--- src/rtl/iob_acc_pkg.sv ---
// Shared definitions for the iob_acc family: arithmetic mode encodings,
// channel slice offsets and saturation limits for any accumulator width.
`default_nettype none

package iob_acc_pkg;

  localparam logic ACC_WRAP = 1'b0;
  localparam logic ACC_SAT  = 1'b1;

  // Limits are built at a fixed wide width; callers keep the low ACC_W bits.
  localparam int LIM_W = 128;

  function automatic int ch_lo(input int ch, input int w);
    return ch * w;
  endfunction

  function automatic logic [LIM_W-1:0] lim_umax(input int w);
    return {LIM_W{1'b1}} >> (LIM_W - w);
  endfunction

  function automatic logic [LIM_W-1:0] lim_smax(input int w);
    return {LIM_W{1'b1}} >> (LIM_W - w + 1);
  endfunction

  function automatic logic [LIM_W-1:0] lim_smin(input int w);
    return {{(LIM_W-1){1'b0}}, 1'b1} << (w - 1);
  endfunction

endpackage

`default_nettype wire

--- src/rtl/iob_acc_ch.sv ---
// One accumulator channel: ld/en precedence, wrap or saturate on overflow,
// sticky overflow flag and integrate-and-dump beat counting.
`default_nettype none

module iob_acc_ch
  import iob_acc_pkg::*;
#(
  parameter int DATA_W = 32,
  parameter int ACC_W  = 40,
  parameter int LEN_W  = 16,
  parameter int SIGNED = 0
) (
  input  logic              clk,
  input  logic              rst_n,
  input  logic              sat_i,
  input  logic [LEN_W-1:0]  dump_len_i,
  input  logic              ld_i,
  input  logic [ACC_W-1:0]  ld_val_i,
  input  logic              en_i,
  input  logic [DATA_W-1:0] incr_i,
  input  logic              ovf_clr_i,
  output logic [ACC_W-1:0]  acc_o,
  output logic              ovf_o,
  output logic              dump_valid_o,
  output logic [ACC_W-1:0]  dump_data_o
);

  localparam logic [LIM_W-1:0] UMAX_L = lim_umax(ACC_W);
  localparam logic [LIM_W-1:0] SMAX_L = lim_smax(ACC_W);
  localparam logic [LIM_W-1:0] SMIN_L = lim_smin(ACC_W);
  localparam logic [ACC_W-1:0] UMAX   = UMAX_L[ACC_W-1:0];
  localparam logic [ACC_W-1:0] SMAX   = SMAX_L[ACC_W-1:0];
  localparam logic [ACC_W-1:0] SMIN   = SMIN_L[ACC_W-1:0];

  logic [ACC_W-1:0] acc_q, acc_d;
  logic [LEN_W-1:0] cnt_q, cnt_d;
  logic             ovf_q, ovf_d;
  logic             dv_q, dv_d;
  logic [ACC_W-1:0] dd_q, dd_d;

  logic [ACC_W-1:0] incr_ext;
  logic [ACC_W:0]   sum;
  logic             ovf_hit;
  logic [ACC_W-1:0] sat_val;
  logic [ACC_W-1:0] res;
  logic             dump_hit;

  generate
    if (ACC_W > DATA_W) begin : g_ext
      if (SIGNED != 0) begin : g_sext
        assign incr_ext = {{(ACC_W-DATA_W){incr_i[DATA_W-1]}}, incr_i};
      end else begin : g_zext
        assign incr_ext = {{(ACC_W-DATA_W){1'b0}}, incr_i};
      end
    end else begin : g_noext
      assign incr_ext = incr_i;
    end
  endgenerate

  assign sum = {1'b0, acc_q} + {1'b0, incr_ext};

  always_comb begin
    ovf_hit  = 1'b0;
    sat_val  = UMAX;
    if (SIGNED != 0) begin
      ovf_hit = (acc_q[ACC_W-1] == incr_ext[ACC_W-1]) && (sum[ACC_W-1] != acc_q[ACC_W-1]);
      // Signed overflow direction follows the shared operand sign.
      sat_val = acc_q[ACC_W-1] ? SMIN : SMAX;
    end else begin
      ovf_hit = sum[ACC_W];
    end
    res      = (ovf_hit && (sat_i == ACC_SAT)) ? sat_val : sum[ACC_W-1:0];
    // ">=" lets a shortened dump_len take effect on the very next beat.
    dump_hit = (dump_len_i != '0) && (cnt_q >= (dump_len_i - LEN_W'(1)));
  end

  always_comb begin
    acc_d = acc_q;
    cnt_d = cnt_q;
    ovf_d = ovf_q & ~ovf_clr_i;
    dv_d  = 1'b0;
    dd_d  = dd_q;
    if (ld_i) begin
      acc_d = ld_val_i;
      cnt_d = '0;
    end else if (en_i) begin
      if (ovf_hit) begin
        ovf_d = 1'b1;
      end
      if (dump_hit) begin
        dd_d  = res;
        dv_d  = 1'b1;
        acc_d = '0;
        cnt_d = '0;
      end else begin
        acc_d = res;
        cnt_d = cnt_q + LEN_W'(1);
      end
    end
  end

  always_ff @(posedge clk or negedge rst_n) begin
    if (!rst_n) begin
      acc_q <= '0;
      cnt_q <= '0;
      ovf_q <= 1'b0;
      dv_q  <= 1'b0;
      dd_q  <= '0;
    end else begin
      acc_q <= acc_d;
      cnt_q <= cnt_d;
      ovf_q <= ovf_d;
      dv_q  <= dv_d;
      dd_q  <= dd_d;
    end
  end

  assign acc_o        = acc_q;
  assign ovf_o        = ovf_q;
  assign dump_valid_o = dv_q;
  assign dump_data_o  = dd_q;

endmodule

`default_nettype wire

--- src/rtl/iob_acc_mc.sv ---
// Multi-channel accumulator: slices the packed buses and instantiates one
// independent iob_acc_ch per channel.
`default_nettype none

module iob_acc_mc
  import iob_acc_pkg::*;
#(
  parameter int N_CH   = 4,
  parameter int DATA_W = 32,
  parameter int ACC_W  = 40,
  parameter int LEN_W  = 16,
  parameter int SIGNED = 0
) (
  input  logic                     clk,
  input  logic                     rst_n,
  input  logic                     sat_i,
  input  logic [LEN_W-1:0]         dump_len_i,
  input  logic [N_CH-1:0]          ld_i,
  input  logic [N_CH*ACC_W-1:0]    ld_val_i,
  input  logic [N_CH-1:0]          en_i,
  input  logic [N_CH*DATA_W-1:0]   incr_i,
  input  logic [N_CH-1:0]          ovf_clr_i,
  output logic [N_CH*ACC_W-1:0]    data_out_o,
  output logic [N_CH-1:0]          ovf_o,
  output logic [N_CH-1:0]          dump_valid_o,
  output logic [N_CH*ACC_W-1:0]    dump_data_o
);

  generate
    for (genvar c = 0; c < N_CH; c++) begin : g_ch
      localparam int LO_A = ch_lo(c, ACC_W);
      localparam int LO_D = ch_lo(c, DATA_W);

      iob_acc_ch #(
        .DATA_W (DATA_W),
        .ACC_W  (ACC_W),
        .LEN_W  (LEN_W),
        .SIGNED (SIGNED)
      ) u_ch (
        .clk          (clk),
        .rst_n        (rst_n),
        .sat_i        (sat_i),
        .dump_len_i   (dump_len_i),
        .ld_i         (ld_i[c]),
        .ld_val_i     (ld_val_i[LO_A +: ACC_W]),
        .en_i         (en_i[c]),
        .incr_i       (incr_i[LO_D +: DATA_W]),
        .ovf_clr_i    (ovf_clr_i[c]),
        .acc_o        (data_out_o[LO_A +: ACC_W]),
        .ovf_o        (ovf_o[c]),
        .dump_valid_o (dump_valid_o[c]),
        .dump_data_o  (dump_data_o[LO_A +: ACC_W])
      );
    end
  endgenerate

endmodule

`default_nettype wire

--- config.mk ---
export PLATFORM = sky130hd
export DESIGN_NAME = iob_acc_mc
export DESIGN_NICKNAME = d
export VERILOG_FILES = /design/src/rtl/iob_acc_pkg.sv /design/src/rtl/iob_acc_ch.sv /design/src/rtl/iob_acc_mc.sv
export SDC_FILE = /design/constraint.sdc
export NUM_CORES = 1
export LEC_CHECK = 0
export CORE_AREA = 3 3 253 255
export CTS_CLUSTER_SIZE = 8
export DETAILED_ROUTE_END_ITERATION = 10
export DIE_AREA = 0 0 256 258
export GPL_TIMING_DRIVEN = 1
export HOLD_SLACK_MARGIN = 0.03
export PLACE_DENSITY = 0.74
export SLEW_MARGIN = 20
export SYNTH_ARGS = -nofsm -noshare
export SYNTH_HDL_FRONTEND = slang
export SYNTH_HIERARCHICAL = 1
export SYNTH_SLANG_ARGS = --single-unit
--- constraint.sdc ---
create_clock -name clk -period 3.19 [get_ports clk]
set_input_delay 0.7975 -clock clk [delete_from_list [all_inputs] [get_ports clk]]
set_output_delay 0.7975 -clock clk [all_outputs]
set_load 0.05 [all_outputs]
# Word-level counts from Yosys, hierarchy flattened
# Index checks and enable logic that the tools add are counted.
totals:
  output_inout_bits: 328
  reg_bits: 392
classes:
  n_lt_le_gt_ge: 4
  n_addsub: 9
  reduce_logical: 17
  bitwise: 12
  n_mux: 52
op_table:
  columns: ["cell", "count"]
  rows:
  - ["$mux 40", 16]
  - ["$mux 16", 12]
  - ["$add 40x32->41", 4]
  - ["$add 16x1->16 const B", 4]
  - ["$ge 16x16->1", 4]
  - ["$mux 1", 24]
  - ["$reduce_bool 16->1", 1]
  - ["$sub 16x1->16 const B", 1]
  - ["$reduce_and 3->1", 4]
  - ["$logic_and 1x1->1", 8]
  - ["$not 1->1", 8]
  - ["$reduce_bool 2->1", 4]
  - ["$and 1x1->1", 4]

# Depth between registers and ports, before layout
logic_depth:
  ltp_word: 6
  depth_mapped: 18
  depth_no_buf: 17

# Cells and area by module
# The synthesis kept the hierarchy.
by_module_without_submodules:
  columns: ["mod", "cells_each", "area_each_um2", "instances"]
  rows:
  - ["iob_acc_ch at g_ch[0].u_ch ...", 818, 6866.6, 2]
  - ["iob_acc_ch at g_ch[3].u_ch", 829, 6950.4, 1]
  - ["iob_acc_ch at g_ch[2].u_ch", 788, 6784.0, 1]

# Least setup slack after synthesis
# OpenSTA, ideal clock, no wires.
synth_timing:
  path_kind: "input to register"
  start: "input dump_len_i[0]"
  end: "register g_ch[0].u_ch.cnt_q[7]"
  setup_ns: 0.125
  slack_ns: -0.957
  stages: 17
  n_path_buf: 1
  arrival_time_ns: 4.021
  required_time_ns: 3.065
  path_cell_list: "inv_1 -> ha_1 -> or3b_1 -> or4_4 -> nor2b_4 -> nand2_1 -> xor2_1 -> ha_1 -> nand2_1 -> o21ai_0 -> nor4_1 -> o31a_1 -> o31ai_1 -> buf_2 -> nor2_1 -> o21ai_0 -> o21ai_1"
synth_between:
  elab_chain_len: 6
  word_cells_on_any_way: 7
synth_rtl:
  columns: ["item", "line_no", "text"]
  rows:
  - ["from (decl)", "iob_acc_mc.sv:17", "input logic [LEN_W-1:0] dump_len_i,"]
  - ["$sub 16x1->16", "iob_acc_ch.sv:74", "dump_hit = (dump_len_i != '0) && (cnt_q >= (dump_len_i - LEN_W'(1)));"]
  - ["$ge 16x16->1", "iob_acc_ch.sv:74", null]
  - ["$logic_and 1x1->1 (*)", "iob_acc_ch.sv:74", null]
  - ["$mux 16 (*)", "iob_acc_ch.sv:90", "if (dump_hit) begin"]
  - ["$mux 16 (*)", "iob_acc_ch.sv:86", "end else if (en_i) begin"]
  - ["$mux 16 (*)", "iob_acc_ch.sv:83", "if (ld_i) begin"]
  - ["to (signal assigned)", "iob_acc_ch.sv:111", "cnt_q <= cnt_d;"]
  - ["to (decl)", "iob_acc_ch.sv:36", "logic [LEN_W-1:0] cnt_q, cnt_d;"]
# Every way passes the cells marked *; elsewhere a longest branch is shown, timed or not. The select of a mux whose other input is x is not followed.
# A chain may end at the register's enable or synchronous reset.

# Worst setup path in the final report
layout_timing:
  start: "input dump_len_i[2]"
  end: "register g_ch[1].u_ch.acc_q[11]"
layout_between:
  elab_chain_len: 6
  word_cells_on_any_way: 7
layout_rtl:
  columns: ["item", "line_no", "text"]
  rows:
  - ["$sub 16x1->16", "iob_acc_ch.sv:74", null]
  - ["$ge 16x16->1", "iob_acc_ch.sv:74", null]
  - ["$logic_and 1x1->1 (*)", "iob_acc_ch.sv:74", null]
  - ["$mux 40 (*)", "iob_acc_ch.sv:90", null]
  - ["$mux 40 (*)", "iob_acc_ch.sv:86", null]
  - ["$mux 40 (*)", "iob_acc_ch.sv:83", null]
  - ["to (signal assigned)", "iob_acc_ch.sv:104", "acc_q <= '0;"]
  - ["to (signal assigned)", "iob_acc_ch.sv:110", "acc_q <= acc_d;"]
  - ["to (decl)", "iob_acc_ch.sv:35", "logic [ACC_W-1:0] acc_q, acc_d;"]
# Marks and branches as above.

==> results.json <==
{
  "setup_tns_ns": -200.68,
  "drv_cap": 0,
  "cts_tree": "yes",
  "clkLatencyLatePin_ns": 0.60,
  "cts_inserted_buffers": 55,
  "die_h_um": 258,
  "row_count": 91,
  "vias": 32500,
  "synthesis.area_um2": 27500,
  "violations": "setup timing",
  "ant_nets": 0,
  "ios": 647,
  "ys_ff_latch": 392,
  "syn_nets": 3776,
  "dr.pass1.iters": 6,
  "cts_sinks": 392,
  "critical_path.max_fanout": 5,
  "place.gp.congestion": 0.961,
  "r2r_slack_ns": -0.13,
  "cts_hold_buf": 0,
  "initial_utilization": 0.444,
  "grt_pass1_vias": 30800,
  "cts_root_buffer": "clkbuf_16",
  "die_area_um2": 66000,
  "slew_viol_final": 0,
  "n_fill_cell": 4198,
  "cellLeakagePower_uw": 0.0207,
  "cts.clk_slew.worst_paths_ns": 0.05,
  "drt_iter0_drc": 2901,
  "crit_type": "input port to register",
  "maxSlewHeadroom": 0.0760,
  "ir_worst_vdd_mv": 0.439,
  "grt_max_degree": 76,
  "synth_cell_type_count": 89,
  "crit_path_end": "g_ch[1].u_ch/acc_o[11]",
  "crit_arrival_ns": 4.39,
  "drc": 0,
  "worst-endpoint-required_ns": 3.70,
  "hold_viol": 0,
  "reg2regPathDepth": 11,
  "ys_warn_count": 6,
  "tightest_slew_ns": 1.38,
  "fin_hold_ws_ns": 0.129,
  "clock_path_buffers": 3,
  "grt_pass1_wl_um": 173000,
  "vias_per_cell": 5.93,
  "wl_per_cell_um": 22.1,
  "area_growth_pct": 67.7,
  "dieWidth_um": 256,
  "dp_hpwl_um": 83900,
  "skew_ns": 0.0124,
  "coreArea_um2": 61800,
  "r2r_end": "g_ch[0].u_ch/acc_o[35]",
  "end_kind": "register",
  "p_per_area_nw_per_um2": 466,
  "hold_path_class": "input port to asynchronous set/reset pin",
  "finalSetupViolCount": 388,
  "wl_um": 121000,
  "synthFlopType": "dfrtp_1",
  "antenna_found_initial": 15,
  "pre_cts_ws_ns": -1.49,
  "layout_min_cycle_time_ns": 3.88,
  "synth_edf_count": 0,
  "timing.final.crit_share": 1.22,
  "port_buffers": 646,
  "fin_ws_ns": -0.692,
  "grt.overflow.total": 0,
  "start_kind": "input port",
  "rsz0062_at_grt": "yes",
  "synth_seq_area_share": 0.357,
  "track_usage": 0.324,
  "worstReg2RegStart": "g_ch[0].u_ch/acc_o[0]",
  "post_route_cells_drive_above_1_share": 0.305,
  "syn_area_per_cell_um2": 8.44,
  "status": "complete, but fails checks",
  "htreeDepth": 2,
  "max_freq_ghz": 0.258,
  "startpoint": "dump_len_i[2]",
  "layout.nets": 5154,
  "async_flop_share": 1.00,
  "postSynthCellCount": 3253
}
metrics by stage:
stage,cell area (um2),std cells,utilization,power [uW]
6_report,46100,5483,0.745,21500
5_1_grt,46100,5483,0.745,22400
4_1_cts,43100,5405,0.698,20900
3_5_place_dp,40300,5278,0.652,15400
3_3_place_gp,40300,5278,0.652,15300
2_1_floorplan,28200,3253,-,10800
worst min path at each step:
stage / start / end / slack [ns] / cells past startpoint
2_1_floorplan: g_ch[0].u_ch/cnt_q[15] / g_ch[0].u_ch/cnt_q[15] / 0.44 / 1
3_3_place_gp: g_ch[1].u_ch/dump_data_o[14] / g_ch[1].u_ch/dump_data_o[14] / 0.45 / 2
3_5_place_dp: g_ch[1].u_ch/dump_data_o[20] / g_ch[1].u_ch/dump_data_o[20] / 0.45 / 2
4_1_cts: rst_n / g_ch[1].u_ch/dump_data_o[10] / 0.11 / 1
5_1_grt: rst_n / g_ch[1].u_ch/dump_data_o[10] / 0.14 / 1
6_report: rst_n / g_ch[1].u_ch/dump_data_o[10] / 0.13 / 1
area by class of cell:
cell class | count | area [um2] | area share
Multi-Input combinational cell | 2641 | 19300 | 0.418
Inverter | 64 | 303 | 0.00657
Antenna cell | 11 | 27.5 | 0.000598
Clock inverter | 2 | 13.8 | 0.000299
Timing Repair Buffer | 1473 | 14200 | 0.307
Tap cell | 837 | 1050 | 0.0227
Timing Repair inverter | 4 | 45.0 | 0.000978
Sequential cell | 392 | 9810 | 0.213
Clock buffer | 59 | 1400 | 0.0304
repair_timing:
item,in CTS,in global routing
buffers inserted,50,41
hold endpoints to repair,0,0
endpoints found under the setup margin,388,388
gates resized for setup,215,518
gates cloned,16,36
pin swaps,105,207
synth_stat cells, types with 44 or more instances:
cell type,n,area [um2]
o21ai_0,388,1940
buf_2,44,220
nand2_1,400,1500
xnor2_1,118,1030
a211oi_1,48,360
a21o_1,63,473
nor2_1,293,1100
ha_1,200,2500
and3_1,73,457
dfrtp_1,392,9810
xor2_1,52,455
a22oi_1,53,398
nand3_1,52,260
a31oi_1,74,463
nor3_1,54,270
clkbuf_1,104,390
inv_1,58,218
a21oi_1,218,1090
cells by family (layout without fill, tap and decap cells):
family | after synthesis | count (layout) | share of synthesized area
adder cells (fa/ha/maj) | 204 | 204 | 0.0940
AND/OR/NAND/NOR | 1058 | 1064 | 0.180
flip-flops | 392 | 392 | 0.357
multiplexers | 39 | 39 | 0.0151
XOR/XNOR | 170 | 170 | 0.0542
AO/OA/AOI/OAI | 1163 | 1164 | 0.265
other | 0 | 11 | 0
buffers and inverters | 227 | 1602 | 0.0353
worst max-delay path, cell delays in order:
cell,delay [ns]
buf_6,0.10
buf_6,0.12
buf_6,0.13
buf_12,0.12
nor3_4,0.23
nand2b_4,0.09
nor4_4,0.26
buf_4,0.16
nand2_4,0.06
nor3_4,0.18
xnor2_2,0.10
ha_1,0.34
a21oi_1,0.22
o21ai_2,0.12
nor4_2,0.16
o31a_1,0.25
nor3_4,0.09
buf_12,0.14
nor2_4,0.25
buf_6,0.19
o21ai_2,0.06
a31oi_1,0.21
state kept, by name (all words and copies together), names as in the netlist:
| signal | cells |
|---|---|
| g_ch.u_ch/ovf_o | 4 |
| g_ch.u_ch/acc_o | 160 |
| g_ch.u_ch/dump_valid_o | 4 |
| g_ch.u_ch/cnt_q | 64 |
| g_ch.u_ch/dump_data_o | 160 |
power by group:
part	leakage (uW)	internal (uW)	switching [uW]
clock	0.000697	3030	2230
sequential	0.00512	5330	475
combinational	0.0149	4680	5700
total	0.0207	13000	8400
layout by cell type (no fill, tap or decap), drive strengths merged, types with 12 or more instances in the layout:
| cell type | n |
|---|---|
| buf | 813 |
| clkdlybuf4s50 | 632 |
| o21ai | 428 |
| nand2 | 410 |
| dfrtp | 392 |
| nor2 | 297 |
| a21oi | 219 |
| ha | 200 |
| xnor2 | 118 |
| clkbuf | 86 |
| a31oi | 74 |
| and3 | 73 |
| inv | 65 |
| a21o | 63 |
| nor3 | 58 |
| a22oi | 53 |
| xor2 | 52 |
| nand3 | 52 |
| a211oi | 49 |
| a2bb2oi | 43 |
| o211ai | 36 |
| nand4 | 29 |
| or3 | 29 |
| o21a | 27 |
| o21bai | 23 |
| mux2 | 20 |
| mux2i | 19 |
| and2 | 19 |
| nor2b | 19 |
| o31ai | 19 |
| nor4 | 18 |
| a21boi | 16 |
| nand2b | 15 |
| a221o | 12 |
per-layer routing:
metal  up-vias  GRT usage  wire length (um)
li1      14700          -                 -
met1     15700      0.427             48400
met2      1696      0.544             57700
met3       322     0.0556             10200
met4        10      0.105              4850
met5         -          0                75
Power figures use the tool's default switching activity.
